`config.mk`:
```
export PLATFORM = sky130hd
export DESIGN_NAME = sum_bcd_scan
export DESIGN_NICKNAME = d
export VERILOG_FILES = /design/src/rtl/sum_bcd_scan_pkg.sv /design/src/rtl/sum_bcd_scan_seg7_decode.sv /design/src/rtl/sum_bcd_scan.sv
export SDC_FILE = /design/constraint.sdc
export NUM_CORES = 1
export LEC_CHECK = 0
export BUFFER_PORTS_ARGS = -buffer_cell sky130_fd_sc_hd__buf_2
export CAP_MARGIN = 10
export CORE_MARGIN = 1
export CORE_UTILIZATION = 65
export CTS_BUF_LIST = sky130_fd_sc_hd__clkbuf_8
export CTS_CLUSTER_DIAMETER = 30
export CTS_CLUSTER_SIZE = 8
export DETAILED_ROUTE_END_ITERATION = 10
export HOLD_SLACK_MARGIN = 0.03
export PLACE_DENSITY = 0.9
export SYNTH_ARGS = -nofsm -noshare
export SYNTH_HDL_FRONTEND = slang
export SYNTH_HIERARCHICAL = 1
export SYNTH_SLANG_ARGS = --single-unit
```
`constraint.sdc`:
```
create_clock -name clk -period 4 [get_ports clk]
set_clock_uncertainty 0.05 [all_clocks]
set_input_delay 0.8 -clock clk [delete_from_list [all_inputs] [get_ports clk]]
set_output_delay 0.8 -clock clk [all_outputs]
set_load 0.02 [all_outputs]
```
`src/rtl/sum_bcd_scan_pkg.sv`:
```
// ----------------------------------------------------------------------------
// sum_bcd_scan_pkg
// Shared definitions for the adder output stage: converter FSM states,
// digit and step counts, and the active-low 7-segment patterns.
// Segment constants are ordered {g,f,e,d,c,b,a}; a 0 lights a segment.
// ----------------------------------------------------------------------------
package sum_bcd_scan_pkg;

    // Converter FSM states
    typedef enum logic [1:0] {
        IDLE  = 2'd0,
        SHIFT = 2'd1,
        DONE  = 2'd2
    } state_t;

    // Three BCD digits cover the 0..127 range of a 7-bit sum
    localparam int NUM_DIGITS = 3;

    // One shift-add-3 step per input bit
    localparam int STEP_COUNT = 7;

    // Active-low segment patterns, bit6 = g ... bit0 = a
    localparam logic [6:0] SEG_0     = 7'b1000000;
    localparam logic [6:0] SEG_1     = 7'b1111001;
    localparam logic [6:0] SEG_2     = 7'b0100100;
    localparam logic [6:0] SEG_3     = 7'b0110000;
    localparam logic [6:0] SEG_4     = 7'b0011001;
    localparam logic [6:0] SEG_5     = 7'b0010010;
    localparam logic [6:0] SEG_6     = 7'b0000010;
    localparam logic [6:0] SEG_7     = 7'b1111000;
    localparam logic [6:0] SEG_8     = 7'b0000000;
    localparam logic [6:0] SEG_9     = 7'b0010000;
    localparam logic [6:0] SEG_BLANK = 7'b1111111;

endpackage

```
`src/rtl/sum_bcd_scan_seg7_decode.sv`:
```
// ----------------------------------------------------------------------------
// seg7_decode
// Combinational BCD digit to active-low 7-segment decoder, shared by all
// three display slots.
//   digit in  4 : BCD code; 10..15 show blank
//   blank in  1 : force all segments off (leading-zero blanking)
//   seg   out 7 : active-low segments, bit0 = a ... bit6 = g
// ----------------------------------------------------------------------------
module seg7_decode
    import sum_bcd_scan_pkg::*;
(
    input  logic [3:0] digit,
    input  logic       blank,
    output logic [6:0] seg
);

    // Look up the segment pattern for the current digit. Blanking and
    // non-decimal codes both fall through to all segments off.
    always_comb begin
        seg = SEG_BLANK;
        if (!blank) begin
            case (digit)
                4'd0:    seg = SEG_0;
                4'd1:    seg = SEG_1;
                4'd2:    seg = SEG_2;
                4'd3:    seg = SEG_3;
                4'd4:    seg = SEG_4;
                4'd5:    seg = SEG_5;
                4'd6:    seg = SEG_6;
                4'd7:    seg = SEG_7;
                4'd8:    seg = SEG_8;
                4'd9:    seg = SEG_9;
                default: seg = SEG_BLANK;
            endcase
        end
    end

endmodule

```
`src/rtl/sum_bcd_scan.sv`:
```
// ----------------------------------------------------------------------------
// sum_bcd_scan
// Output stage for the 6-bit adder: converts the 7-bit binary sum into three
// BCD digits with a sequential shift-add-3 engine and scans them onto a
// common-anode 3-digit 7-segment display with leading-zero blanking.
//   SCAN_DIV      : clock cycles per digit slot (>= 2)
//   clk     in  1 : clock, rising edge
//   rst_n   in  1 : asynchronous active-low reset
//   sum_in  in  7 : binary value, sampled when a load is accepted
//   load    in  1 : conversion request, ignored while busy
//   busy    out 1 : conversion in progress
//   done    out 1 : one-cycle pulse, bcd has just been updated
//   bcd     out 12: {hundreds, tens, ones} registered result
//   seg     out 7 : active-low segments, bit0 = a ... bit6 = g
//   an      out 3 : active-low digit enables, an[0] = hundreds
// ----------------------------------------------------------------------------
module sum_bcd_scan
    import sum_bcd_scan_pkg::*;
#(
    parameter int SCAN_DIV = 50000
) (
    input  logic        clk,
    input  logic        rst_n,
    input  logic [6:0]  sum_in,
    input  logic        load,
    output logic        busy,
    output logic        done,
    output logic [11:0] bcd,
    output logic [6:0]  seg,
    output logic [2:0]  an
);

    localparam int DIV_W = $clog2(SCAN_DIV);
    localparam logic [DIV_W-1:0] DIV_LAST = DIV_W'(SCAN_DIV - 1);
    localparam logic [2:0] LAST_STEP = 3'(STEP_COUNT - 1);

    state_t           state;
    state_t           state_next;
    logic             accept;
    logic             step;
    logic             finish;

    logic [6:0]       shift_reg;
    logic [11:0]      scratch;
    logic [2:0]       step_cnt;
    logic [7:0]       adj_low;
    logic [11:0]      scratch_next;

    logic [DIV_W-1:0] div_cnt;
    logic [1:0]       digit_idx;
    logic [3:0]       cur_digit;
    logic             cur_blank;

    // State register for the converter FSM; reset drops any conversion in
    // flight so no done pulse can follow a reset.
    always_ff @(posedge clk or negedge rst_n) begin
        if (!rst_n) begin
            state <= IDLE;
        end else begin
            state <= state_next;
        end
    end

    // Next-state logic plus the three datapath strobes. DONE always returns
    // to IDLE, so with load held high the next request is taken in the
    // cycle where done is visible, giving one conversion every nine cycles.
    always_comb begin
        state_next = state;
        accept     = 1'b0;
        step       = 1'b0;
        finish     = 1'b0;
        case (state)
            IDLE: begin
                if (load) begin
                    accept     = 1'b1;
                    state_next = SHIFT;
                end
            end
            SHIFT: begin
                step = 1'b1;
                if (step_cnt == LAST_STEP) begin
                    state_next = DONE;
                end
            end
            DONE: begin
                finish     = 1'b1;
                state_next = IDLE;
            end
            default: begin
                state_next = IDLE;
            end
        endcase
    end

    assign busy = (state != IDLE);

    // Add-3 correction ahead of each shift. Only tens and ones need it: with
    // a 7-bit input the hundreds digit never exceeds 1 during conversion,
    // and its top bit is simply shifted out of range.
    always_comb begin
        adj_low = scratch[7:0];
        for (int i = 0; i < NUM_DIGITS - 1; i++) begin
            if (scratch[4*i +: 4] >= 4'd5) begin
                adj_low[4*i +: 4] = scratch[4*i +: 4] + 4'd3;
            end
        end
        scratch_next = {scratch[10:8], adj_low, shift_reg[6]};
    end

    // Conversion datapath: capture on accept, one corrected shift per SHIFT
    // cycle, and publish the scratch digits to bcd only on finish so the
    // display never sees a partial result.
    always_ff @(posedge clk or negedge rst_n) begin
        if (!rst_n) begin
            shift_reg <= '0;
            scratch   <= '0;
            step_cnt  <= '0;
            bcd       <= '0;
            done      <= 1'b0;
        end else begin
            done <= finish;
            if (accept) begin
                shift_reg <= sum_in;
                scratch   <= '0;
                step_cnt  <= '0;
            end else if (step) begin
                scratch   <= scratch_next;
                shift_reg <= {shift_reg[5:0], 1'b0};
                step_cnt  <= step_cnt + 3'd1;
            end
            if (finish) begin
                bcd <= scratch;
            end
        end
    end

    // Free-running scan divider; each wrap moves the display to the next
    // digit slot, cycling hundreds, tens, ones.
    always_ff @(posedge clk or negedge rst_n) begin
        if (!rst_n) begin
            div_cnt   <= '0;
            digit_idx <= 2'd0;
        end else if (div_cnt == DIV_LAST) begin
            div_cnt   <= '0;
            digit_idx <= (digit_idx == 2'd2) ? 2'd0 : digit_idx + 2'd1;
        end else begin
            div_cnt <= div_cnt + 1'b1;
        end
    end

    // Pick the digit for the active slot and decide leading-zero blanking;
    // a blanked slot keeps its anode enabled but shows no segments.
    always_comb begin
        cur_digit = bcd[3:0];
        cur_blank = 1'b0;
        an        = 3'b011;
        case (digit_idx)
            2'd0: begin
                cur_digit = bcd[11:8];
                cur_blank = (bcd[11:8] == 4'd0);
                an        = 3'b110;
            end
            2'd1: begin
                cur_digit = bcd[7:4];
                cur_blank = (bcd[11:8] == 4'd0) && (bcd[7:4] == 4'd0);
                an        = 3'b101;
            end
            default: begin
                cur_digit = bcd[3:0];
                cur_blank = 1'b0;
                an        = 3'b011;
            end
        endcase
    end

    seg7_decode u_decode (
        .digit (cur_digit),
        .blank (cur_blank),
        .seg   (seg)
    );

endmodule
```
==> impl_metrics.sql, run 1 <==
INSERT INTO impl_metrics (metric_group, metric, value, unit) VALUES
('timing', 'slew_headroom', '34.1', '%'),
('clock_tree', 'clock_latency', '310', 'ps'),
('worst_setup_path', 'worstSetupEndpointType', 'output pin', ''),
('clock_tree', 'cts_sinks', '55', ''),
('synth', 'yosys.area.top_type', 'dfrtp_1', ''),
('synth', 'synthArstFlopShare', '100', '%'),
('floorplan', 'fp-row-count', '23', ''),
('worst_setup_path', 'cp.required', '3150', 'ps'),
('clock_tree', 'clock_tree.root_cell', 'clkbuf_8', ''),
('outcome', 'result_of_the_run', 'finished, final reports clean', ''),
('synth', 'yosys.cell_count.top_type', 'dfrtp_1', ''),
('synth', 'post_synth_most_frequent_cells', '55 x dfrtp_1, 28 x nand2_1, 26 x o21ai_0', ''),
('worst_setup_path', 'data_arrival_time_of_the_critical_path', '2420', 'ps'),
('clock_tree', 'tritoncts', 'built', ''),
('synth', 'ys_top_cells_by_area', 'dfrtp_1 49%, ha_1 5.3%, o21ai_0 4.6%', ''),
('clock_tree', 'cts_buffers', '5', ''),
('cells_and_area', 'fillers', '292', ''),
('placement', 'place_ws', '1070', 'ps'),
('cells_and_area', 'largest_reg_flops', '16', ''),
('routing', 'wl', '5350', 'µm'),
('pwr', 'total_power', '2300', 'µW'),
('worst_setup_path', 'timing.reg2reg.worst_path_depth', '4', ''),
('pwr', 'power.switching_fraction', '44.5', '%'),
('clock_tree', 'cts-htree-levels', '2', ''),
('cells_and_area', 'drive_gt1_share', '20.2', '%'),
('worst_setup_path', 'critical_path.startpoint_type', 'flip-flop', ''),
('synth', 'syn_area', '0.00284', 'mm²'),
('pwr', 'internal_power', '1280', 'µW'),
('timing', 'total_negative_slack', '0', 'ps'),
('pwr', 'max-vdd-ir-drop', '0.466', 'mV'),
('placement', 'placement.io_buffers', '33', ''),
('synth', 'dominantRegCellSynth', 'dfrtp_1', ''),
('floorplan', 'core_region_area', '0.00409', 'mm²'),
('worst_setup_path', 'critPathMaxFanout', '11', ''),
('timing', 'setup_viol', '0', ''),
('synth', 'syn_nets', '297', ''),
('cells_and_area', 'design.final.nets', '328', ''),
('timing', 'final.setup.worst_slack', '726', 'ps'),
('clock_tree', 'clk_pin_slew_worst_paths', '100', 'ps'),
('pwr', 'power_frac_clock', '13.8', '%'),
('routing', 'drt_drc_violations_left', '0', ''),
('grt', 'grt-ovfl-total', '0', ''),
('synth', 'synth_top_cell_area_share', '48.5', '%'),
('timing', 'finalMaxSlewViolations', '0', ''),
('pwr', 'sequential_share_of_power', '38.4', '%'),
('grt', 'initial_antenna_violation_count', '0', ''),
('clock_tree', 'post_cts_resized', '0', ''),
('routing', 'detail_route.wl_per_cell', '15.0', 'µm'),
('routing', 'detailedRoute.firstPassIterationCount', '4', ''),
('clock_tree', 'cts.repair_timing.setup_buffer_count', '0', ''),
('timing', 'final-hold-violation-count', '0', ''),
('cells_and_area', 'biggestRegsByFlops', 'div_cnt (16), bcd (12), scratch (12)', ''),
('routing', 'route.vias.total', '2071', ''),
('worst_setup_path', 'rrSetupSlack', '1930', 'ps'),
('hold_path', 'timing.hold.worst.class', 'in2async', ''),
('routing', 'postRouteAntennaNets', '0', ''),
('routing', 'vias_per_cell', '5.80', ''),
('worst_setup_path', 'cpPeakStageDelay', '770', 'ps'),
('synth', 'synth_cells', '275', ''),
('timing', 'tightest_slew', '978', 'ps'),
('synth', 'number_of_enable_type_register_cells_in_the_synthesized_netlist', '0', ''),
('cells_and_area', 'most_flops_register', 'div_cnt', ''),
('worst_setup_path', 'crit-reg2reg-launch', 'div_cnt[0]$_DFF_PN0_', ''),
('floorplan', 'die_outline_height', '68.0', 'µm'),
('placement', 'dp_hpwl', '3830', 'µm'),
('timing', 'grt_setup_unrepaired', 'false', ''),
('clock_tree', 'clock_tree.buffer_depth', '2', ''),
('cells_and_area', 'area_growth', '9.31', '%'),
('pwr', 'psw', '1020', 'µW'),
('timing', 'finalCritPeriodShare', '81.9', '%'),
('floorplan', 'start_util', '69.4', '%');
[final cells by class]
| cell class | count | area [µm²] | area share, % |
|---|---|---|---|
| Multi-Input combinational cell | 194 | 1330 | 42.9 |
| Inverter | 15 | 56.3 | 1.82 |
| Clock buffer | 5 | 68.8 | 2.22 |
| Timing Repair Buffer | 35 | 180 | 5.81 |
| Sequential cell | 55 | 1380 | 44.4 |
| Clock inverter | 3 | 26.3 | 0.848 |
| Tap cell | 50 | 62.6 | 2.02 |
[per-stage QoR]
stage          util, %  cells  hold slack [ps]  instance area [µm²]
2_1_floorplan        -    275              400                 2840
4_1_cts           75.8    357              412                 3100
3_3_place_gp      73.5    349              415                 3000
3_5_place_dp      73.5    349              426                 3000
5_1_grt           75.8    357              447                 3100
6_report          75.8    357              406                 3100
[worst max-delay path by stage]
stage / start / slack (ps) / cells past startpoint / to
floorplan: digit_idx[0]$_DFFE_PN0N_ / 1180 / 7 / seg[3]
global placement: digit_idx[0]$_DFFE_PN0N_ / 1150 / 7 / seg[3]
detailed placement: digit_idx[0]$_DFFE_PN0N_ / 1070 / 7 / seg[3]
CTS: digit_idx[0]$_DFFE_PN0N_ / 710 / 7 / seg[3]
global route: digit_idx[0]$_DFFE_PN0N_ / 520 / 8 / seg[5]
finish: digit_idx[0]$_DFFE_PN0N_ / 730 / 6 / seg[2]
[cell usage in the layout, fill, tap and decap left out, types with 10 or more instances in the layout]
cell type,instances
inv_1,15
dfrtp_1,55
nand2_1,28
buf_2,33
nor2_1,17
xnor2_1,10
ha_1,12
o21ai_0,26
[metal layers]
layer  GRT usage [%]  up-vias  wire (µm)
met1            35.7     1004       2550
met4            8.59        0         65
met5               0        -          0
met2            40.9       46       2540
li1                -     1013          -
met3            5.83        8        188
[cells by family after synthesis]
logic type,Yosys count,synth area share (%)
AO/OA/AOI/OAI,56,11.9
buffers and inverters,26,4.59
multiplexers,17,6.36
adder cells (fa/ha/maj),12,5.30
AND/OR/NAND/NOR,90,17.4
flip-flops,55,48.5
XOR/XNOR,19,5.87
[worst register-to-register path, delay by kind of cell (launching register included)]
family	cells	cell delay (ps)
and+or+nand+nor	3	1300
adders and majority gates	1	230
DFF	1	410
[power groups by stage]
stage	registers, µW	clock network (µW)	logic [µW]
after floorplan	897	0	768
after global placement	878	0	1060
after detailed placement	891	0	1100
after CTS	881	330	1110
after global routing	907	347	1240
final	886	318	1100
Note: power is estimated with default switching activity, not from simulation.
==> inputs of run 2 (changes only) <==
--- a/config.mk
+++ b/config.mk
@@ -8,13 +8,13 @@
 export BUFFER_PORTS_ARGS = -buffer_cell sky130_fd_sc_hd__buf_2
 export CAP_MARGIN = 10
 export CORE_MARGIN = 1
-export CORE_UTILIZATION = 65
+export CORE_UTILIZATION = 60
 export CTS_BUF_LIST = sky130_fd_sc_hd__clkbuf_8
 export CTS_CLUSTER_DIAMETER = 30
 export CTS_CLUSTER_SIZE = 8
 export DETAILED_ROUTE_END_ITERATION = 10
 export HOLD_SLACK_MARGIN = 0.03
-export PLACE_DENSITY = 0.9
+export PLACE_DENSITY = 0.84
 export SYNTH_ARGS = -nofsm -noshare
 export SYNTH_HDL_FRONTEND = slang
 export SYNTH_HIERARCHICAL = 1
==> constraint.sdc (replaced) <==
create_clock -name clk -period 3.2 [get_ports clk]
set_clock_uncertainty 0.05 [all_clocks]
set_input_delay 0.64 -clock clk [delete_from_list [all_inputs] [get_ports clk]]
set_output_delay 0.64 -clock clk [all_outputs]
set_load 0.02 [all_outputs]
==> run 2 against run 1 <==
  * The flow now finishes with violations (DRC)
  * First-iteration DRC count down 34%
  * Clock power up 40%
  * Design area up 0.93%
  * Utilization down 5.5 points
  * Sequential share of layout area down 0.41 points
  * Highest routed layer unchanged
==> impl_metrics.sql, run 2 (same netlist as run 1, synthesis figures left out) <==
INSERT INTO impl_metrics (metric_group, metric, value, unit) VALUES
('outcome', 'result_of_the_run', 'finished, violations left', ''),
('outcome', 'failing_checks', 'DRC', ''),
('cells_and_area', 'layout.cells.most_common', 'dfrtp_1', ''),
('timing', 'tightest_slew', '781', 'ps'),
('timing', 'total_negative_slack', '0', 'ps'),
('job', 'max_cap_viol_count', '0', ''),
('clock_tree', 'cts_sinks', '55', ''),
('placement', 'dp_hpwl', '3590', 'µm'),
('floorplan', 'core_region_area', '0.00444', 'mm²'),
('clock_tree', 'clock_tree.root_cell', 'clkbuf_8', ''),
('pwr', 'sequential_share_of_power', '37.5', '%'),
('worst_setup_path', 'cp.required', '2510', 'ps'),
('cells_and_area', 'fillers', '329', ''),
('worst_setup_path', 'timing.reg2reg.worst_path_depth', '4', ''),
('clock_tree', 'cts-htree-levels', '2', ''),
('timing', 'finalCritPeriodShare', '92.6', '%'),
('worst_setup_path', 'crit-reg2reg-capture', 'div_cnt[1]$_DFF_PN0_', ''),
('pwr', 'psw', '1240', 'µW'),
('floorplan', 'die_outline_height', '70.7', 'µm'),
('clock_tree', 'cts.repair_timing.setup_buffer_count', '0', ''),
('routing', 'vias_per_cell', '5.66', ''),
('grt', 'globalRouteTotalUtil', '23.1', '%'),
('worst_setup_path', 'crit_chain', 'mux2i_1, o21ai_0, inv_1, ha_1, nor3b_2, a21oi_1, buf_2', ''),
('floorplan', 'floorplan.die_area', '0.00500', 'mm²'),
('clock_tree', 'cts_buffers', '5', ''),
('floorplan', 'start_util', '63.8', '%'),
('cells_and_area', 'design.final.nets', '330', ''),
('cells_and_area', 'most_flops_register', 'div_cnt', ''),
('routing', 'detail_route.wl_per_cell', '13.9', 'µm'),
('worst_setup_path', 'critical_path.startpoint_type', 'flip-flop', ''),
('cells_and_area', 'sequential_cell_area', '0.00138', 'mm²'),
('worst_setup_path', 'worst-setup-path-type', 'reg2out', ''),
('clock_tree', 'post_cts_resized', '0', ''),
('grt', 'first_pass_grt_wire_length', '9130', 'µm'),
('grt', 'grt_max_degree', '56', ''),
('worst_setup_path', 'cpPeakStageDelay', '480', 'ps'),
('pwr', 'max-vdd-ir-drop', '0.512', 'mV'),
('routing', 'wl', '4990', 'µm'),
('worst_setup_path', 'data_arrival_time_of_the_critical_path', '2270', 'ps'),
('worst_setup_path', 'rrSetupSlack', '1180', 'ps'),
('placement', 'placement.io_buffers', '33', ''),
('grt', 'grt-ovfl-total', '0', ''),
('clock_tree', 'clock_tree.buffer_depth', '2', ''),
('cells_and_area', 'biggestRegsByFlops', 'div_cnt (16), bcd (12), scratch (12)', ''),
('timing', 'finalMaxSlewViolations', '0', ''),
('pwr', 'power.switching_fraction', '42.5', '%'),
('worst_setup_path', 'crit-reg2reg-launch', 'div_cnt[0]$_DFF_PN0_', ''),
('floorplan', 'die_w', '70.7', 'µm'),
('cells_and_area', 'multi_input_area', '0.00133', 'mm²'),
('worst_setup_path', 'worst_path_max_delay_cell', 'dfrtp_1', ''),
('floorplan', 'pin_count', '34', ''),
('timing', 'final-hold-violation-count', '0', ''),
('timing', 'layout_min_cycle_time', '2960', 'ps'),
('pwr', 'p_leak', '0.00146', 'µW'),
('pwr', 'p_per_area', '933', 'mW/mm²'),
('placement', 'place.gp.congestion', '0.872', ''),
('hold_path', 'timing.hold.worst.class', 'in2async', ''),
('worst_setup_path', 'crit_start', 'digit_idx[0]$_DFFE_PN0N_', ''),
('clock_tree', 'cts_hold_buffers', '0', ''),
('cells_and_area', 'antennaDiodeCount', '0', ''),
('pwr', 'internal_power', '1680', 'µW'),
('timing', 'max_clock_freq', '0.337', 'GHz'),
('routing', 'drt-initial-drc-count', '136', ''),
('routing', 'route.vias.total', '2039', ''),
('cells_and_area', 'largest_reg_flops', '16', ''),
('worst_setup_path', 'critPathMaxFanout', '7', ''),
('pwr', 'power_frac_clock', '15.2', '%'),
('timing', 'slew_headroom', '47.7', '%'),
('cells_and_area', 'area_growth', '10.3', '%'),
('timing', 'grt_setup_unrepaired', 'false', ''),
('clock_tree', 'tritoncts', 'built', ''),
('routing', 'detailedRoute.firstPassIterationCount', '7', ''),
('cells_and_area', 'drive_gt1_share', '20.5', '%'),
('routing', 'postRouteAntennaNets', '0', ''),
('cells_and_area', 'layout_common_cells', '55 x dfrtp_1, 33 x buf_2, 28 x nand2_1', ''),
('clock_tree', 'clk_pin_slew_worst_paths', '100', 'ps'),
('timing', 'setup_viol', '0', ''),
('pwr', 'combPwrFrac', '47.2', '%'),
('floorplan', 'fp-row-count', '24', ''),
('grt', 'number_of_global_route_vias_before_repair', '1968', ''),
('pwr', 'total_power', '2920', 'µW'),
('worst_setup_path', 'worstSetupEndpointType', 'output pin', ''),
('routing', 'drt_drc_violations_left', '4', ''),
('grt', 'initial_antenna_violation_count', '0', ''),
('clock_tree', 'clock_latency', '310', 'ps');
==> run 2: layer usage <==
metal  up-vias  routed length, µm  GRT usage [%]  share of wire [%]
met5         -                  0              0                  0
met4         0                 53           7.56                1.1
met3         5                169           3.85                3.4
met2        35               2360           36.8                 47
met1       982               2410           32.6                 48
li1       1017                  -              -                  -
==> run 2: worst max-delay path by stage <==
stage	cells after the start	slack (ps)	to
2_1_floorplan	7	540	seg[3]
6_report	7	240	seg[3]
5_1_grt	7	20	seg[3]
4_1_cts	7	70	seg[3]
3_5_place_dp	7	400	seg[3]
3_3_place_gp	7	530	seg[3]
==> run 2: critical path, delay by kind of cell, from the launching register on <==
| kind | cells | cell delay, ps |
|---|---|---|
| AOI/OAI and AO/OA | 2 | 490 |
| adders and majority gates | 1 | 340 |
| buffers and inverters | 2 | 330 |
| DFF | 1 | 480 |
| muxes | 1 | 170 |
| and+or+nand+nor | 1 | 160 |
==> run 2: cell type report <==
type,count,area share [%]
well taps,52,2.08
inverters,15,1.80
multi-input cells,194,42.5
clock buffers,5,2.20
clock inverters,2,1.20
flip-flops and latches,55,44.0
repair buffers,37,6.24
==> run 2: power groups by stage <==
stage | clock network [µW] | registers, µW | logic [µW]
after floorplan | 0 | 1120 | 961
after global placement | 0 | 1090 | 1340
after detailed placement | 0 | 1110 | 1380
after CTS | 453 | 1090 | 1380
after global routing | 486 | 1130 | 1530
final | 444 | 1090 | 1380
==> run 2: per-stage QoR <==
stage | cell area (µm²) | worst slack (ps) | utilization (%) | cells | hold slack, ps
global placement | 3020 | 526 | 68.0 | 353 | 421
floorplan | 2840 | 538 | - | 275 | 294
global route | 3130 | 17.9 | 70.4 | 360 | 433
detailed placement | 3020 | 398 | 68.0 | 353 | 429
CTS | 3130 | 67.5 | 70.4 | 360 | 409
finish | 3130 | 236 | 70.4 | 360 | 376
==> inputs of run 3 (changes only) <==
--- a/config.mk
+++ b/config.mk
@@ -7,8 +7,10 @@
 export LEC_CHECK = 0
 export BUFFER_PORTS_ARGS = -buffer_cell sky130_fd_sc_hd__buf_2
 export CAP_MARGIN = 10
+export CELL_PAD_IN_SITES_DETAIL_PLACEMENT = 1
+export CELL_PAD_IN_SITES_GLOBAL_PLACEMENT = 2
 export CORE_MARGIN = 1
-export CORE_UTILIZATION = 60
+export CORE_UTILIZATION = 39
 export CTS_BUF_LIST = sky130_fd_sc_hd__clkbuf_8
 export CTS_CLUSTER_DIAMETER = 30
 export CTS_CLUSTER_SIZE = 8
==> run 3 against run 2 <==
  * The run now ends clean
  * Utilization fell by 24 points
  * Final cell count rose by 13%
  * Global-route usage fell by 5.6 points
  * Via count rose by 1.5%
  * Worst setup slack got worse by 6.1 ps
  * Clock-buffer cell count did not move
  * Combinational power barely moved
  * Die area rose by 52%
  * Sequential share of layout area fell by 0.69 points
  * Hold slack got worse by 15 ps
  * Critical path type unchanged
  * Critical endpoint unchanged
  * Largest power group unchanged
==> impl_metrics.sql, run 3 (same netlist as run 1, synthesis figures left out) <==
INSERT INTO impl_metrics (metric_group, metric, value, unit) VALUES
('outcome', 'result_of_the_run', 'finished, final reports clean', ''),
('cells_and_area', 'largest_reg_flops', '16', ''),
('floorplan', 'die_w', '87.3', 'µm'),
('timing', 'grt_setup_unrepaired', 'false', ''),
('cells_and_area', 'antennaDiodeCount', '0', ''),
('timing', 'setup_viol', '0', ''),
('worst_setup_path', 'worst_path_max_delay_cell', 'dfrtp_1', ''),
('clock_tree', 'cts_hold_buffers', '0', ''),
('clock_tree', 'cts_buffers', '5', ''),
('routing', 'vias_per_cell', '5.10', ''),
('grt', 'number_of_global_route_vias_before_repair', '2069', ''),
('worst_setup_path', 'worstSetupEndpointType', 'output pin', ''),
('timing', 'total_negative_slack', '0', 'ps'),
('clock_tree', 'clock_tree.buffer_depth', '2', ''),
('timing', 'tightest_slew', '829', 'ps'),
('floorplan', 'core_region_area', '0.00691', 'mm²'),
('clock_tree', 'cts.repair_timing.setup_buffer_count', '0', ''),
('grt', 'initial_antenna_violation_count', '0', ''),
('floorplan', 'pin_count', '34', ''),
('clock_tree', 'clock_tree.root_cell', 'clkbuf_8', ''),
('grt', 'first_pass_grt_wire_length', '10400', 'µm'),
('cells_and_area', 'final_util', '46.0', '%'),
('pwr', 'max-vdd-ir-drop', '0.344', 'mV'),
('routing', 'route.vias.total', '2070', ''),
('clock_tree', 'cts_sinks', '55', ''),
('cells_and_area', 'most_flops_register', 'div_cnt', ''),
('placement', 'place_ws', '393', 'ps'),
('floorplan', 'fp-row-count', '30', ''),
('worst_setup_path', 'worst-setup-path-type', 'reg2out', ''),
('timing', 'max_clock_freq', '0.337', 'GHz'),
('routing', 'postRouteAntennaNets', '0', ''),
('routing', 'drt-initial-drc-count', '80', ''),
('worst_setup_path', 'cp.required', '2510', 'ps'),
('timing', 'slew_headroom', '44.7', '%'),
('placement', 'placement.io_buffers', '33', ''),
('routing', 'wl', '6040', 'µm'),
('pwr', 'p_leak', '0.00146', 'µW'),
('placement', 'dp_cells', '398', ''),
('floorplan', 'floorplan.die_area', '0.00762', 'mm²'),
('timing', 'finalCritPeriodShare', '92.8', '%'),
('worst_setup_path', 'critical_path.startpoint_type', 'flip-flop', ''),
('clock_tree', 'clock_latency', '310', 'ps'),
('cells_and_area', 'area_growth', '12.1', '%'),
('clock_tree', 'clk_pin_slew_worst_paths', '110', 'ps'),
('timing', 'final-hold-violation-count', '0', ''),
('timing', 'final.setup.worst_slack', '230', 'ps'),
('clock_tree', 'cts-htree-levels', '2', ''),
('job', 'max_cap_viol_count', '0', ''),
('timing', 'layout_min_cycle_time', '2970', 'ps'),
('timing', 'finalMaxSlewViolations', '0', ''),
('clock_tree', 'post_cts_resized', '0', ''),
('grt', 'globalRouteTotalUtil', '17.5', '%'),
('cells_and_area', 'layout_common_cells', '55 x dfrtp_1, 33 x buf_2, 28 x nand2_1', ''),
('worst_setup_path', 'data_arrival_time_of_the_critical_path', '2280', 'ps'),
('floorplan', 'die_outline_height', '87.3', 'µm'),
('cells_and_area', 'biggestRegsByFlops', 'div_cnt (16), bcd (12), scratch (12)', ''),
('cells_and_area', 'layout.cells.most_common', 'dfrtp_1', ''),
('routing', 'detailedRoute.firstPassIterationCount', '4', ''),
('cells_and_area', 'design.final.nets', '331', ''),
('cells_and_area', 'final_cell_count_no_fill', '406', ''),
('routing', 'detail_route.wl_per_cell', '14.9', 'µm'),
('grt', 'grt-ovfl-total', '0', ''),
('cells_and_area', 'drive_gt1_share', '21.0', '%'),
('clock_tree', 'tritoncts', 'built', ''),
('floorplan', 'start_util', '41.1', '%'),
('pwr', 'p_per_area', '910', 'mW/mm²'),
('placement', 'dp_hpwl', '4470', 'µm'),
('hold_path', 'timing.hold.worst.class', 'in2async', ''),
('grt', 'grt_max_degree', '37', ''),
('placement', 'place.gp.congestion', '0.793', ''),
('worst_setup_path', 'crit_chain', 'mux2i_1, o21ai_0, inv_1, ha_1, nor3b_2, a21oi_1, buf_2', ''),
('worst_setup_path', 'cpPeakStageDelay', '500', 'ps'),
('worst_setup_path', 'critPathMaxFanout', '7', ''),
('routing', 'drt_drc_violations_left', '0', '');
[run 3: final cells by class]
type                    instances  area (µm²)
well taps                      96         120
inverters                      15        56.3
flip-flops and latches         55        1380
clock buffers                   5        68.8
fillers                       813        3730
clock inverters                 3        25.0
multi-input cells             194        1330
repair buffers                 38         203
[run 3: critical path: cells and delay by family (launching register included)]
kind | cells | cell delay, ps
AOI/OAI and AO/OA | 2 | 480
muxes | 1 | 170
and+or+nand+nor | 1 | 160
adders and majority gates | 1 | 340
DFF | 1 | 500
buffers and inverters | 2 | 340
[run 3: metrics by stage]
step	power, µW	hold slack [ps]	cell area [µm²]
floorplan	2080	294	2840
global placement	2490	412	3080
detailed placement	2540	430	3080
CTS	2940	389	3180
global route	3140	429	3180
finish	2890	361	3180
[run 3: routing by layer]
layer / vias up / global-route usage, % / part of all wire (%)
met5: - / 0 / 0
met3: 7 / 2.65 / 2.6
met1: 1011 / 24.2 / 48
met2: 26 / 29.0 / 48
met4: 0 / 4.02 / 0.88
li1: 1026 / - / -
[run 3: final timing paths]
| check | slack [ps] | endpoint | cells after the start | from |
|---|---|---|---|---|
| max | 230 | seg[3] | 7 | digit_idx[0]$_DFFE_PN0N_ |
| min | 360 | div_cnt[13]$_DFF_PN0_ | 1 | rst_n |
| max reg2reg | 1350 | div_cnt[1]$_DFF_PN0_ | 5 | div_cnt[0]$_DFF_PN0_ |
| min reg2reg | 440 | shift_reg[4]$_DFFE_PN0P_ | 2 | shift_reg[4]$_DFFE_PN0P_ |
| max in group asynchronous | 1930 | bcd[11]$_DFFE_PN0P_ | 2 | rst_n |
| min in group clk | 440 | shift_reg[4]$_DFFE_PN0P_ | 2 | shift_reg[4]$_DFFE_PN0P_ |
[run 3: power by group]
group	internal, µW	leakage (µW)	switching, µW
Clock	157	0.0000443	241
Sequential	893	0.000725	212
Combinational	556	0.000690	834
Total	1610	0.00146	1290
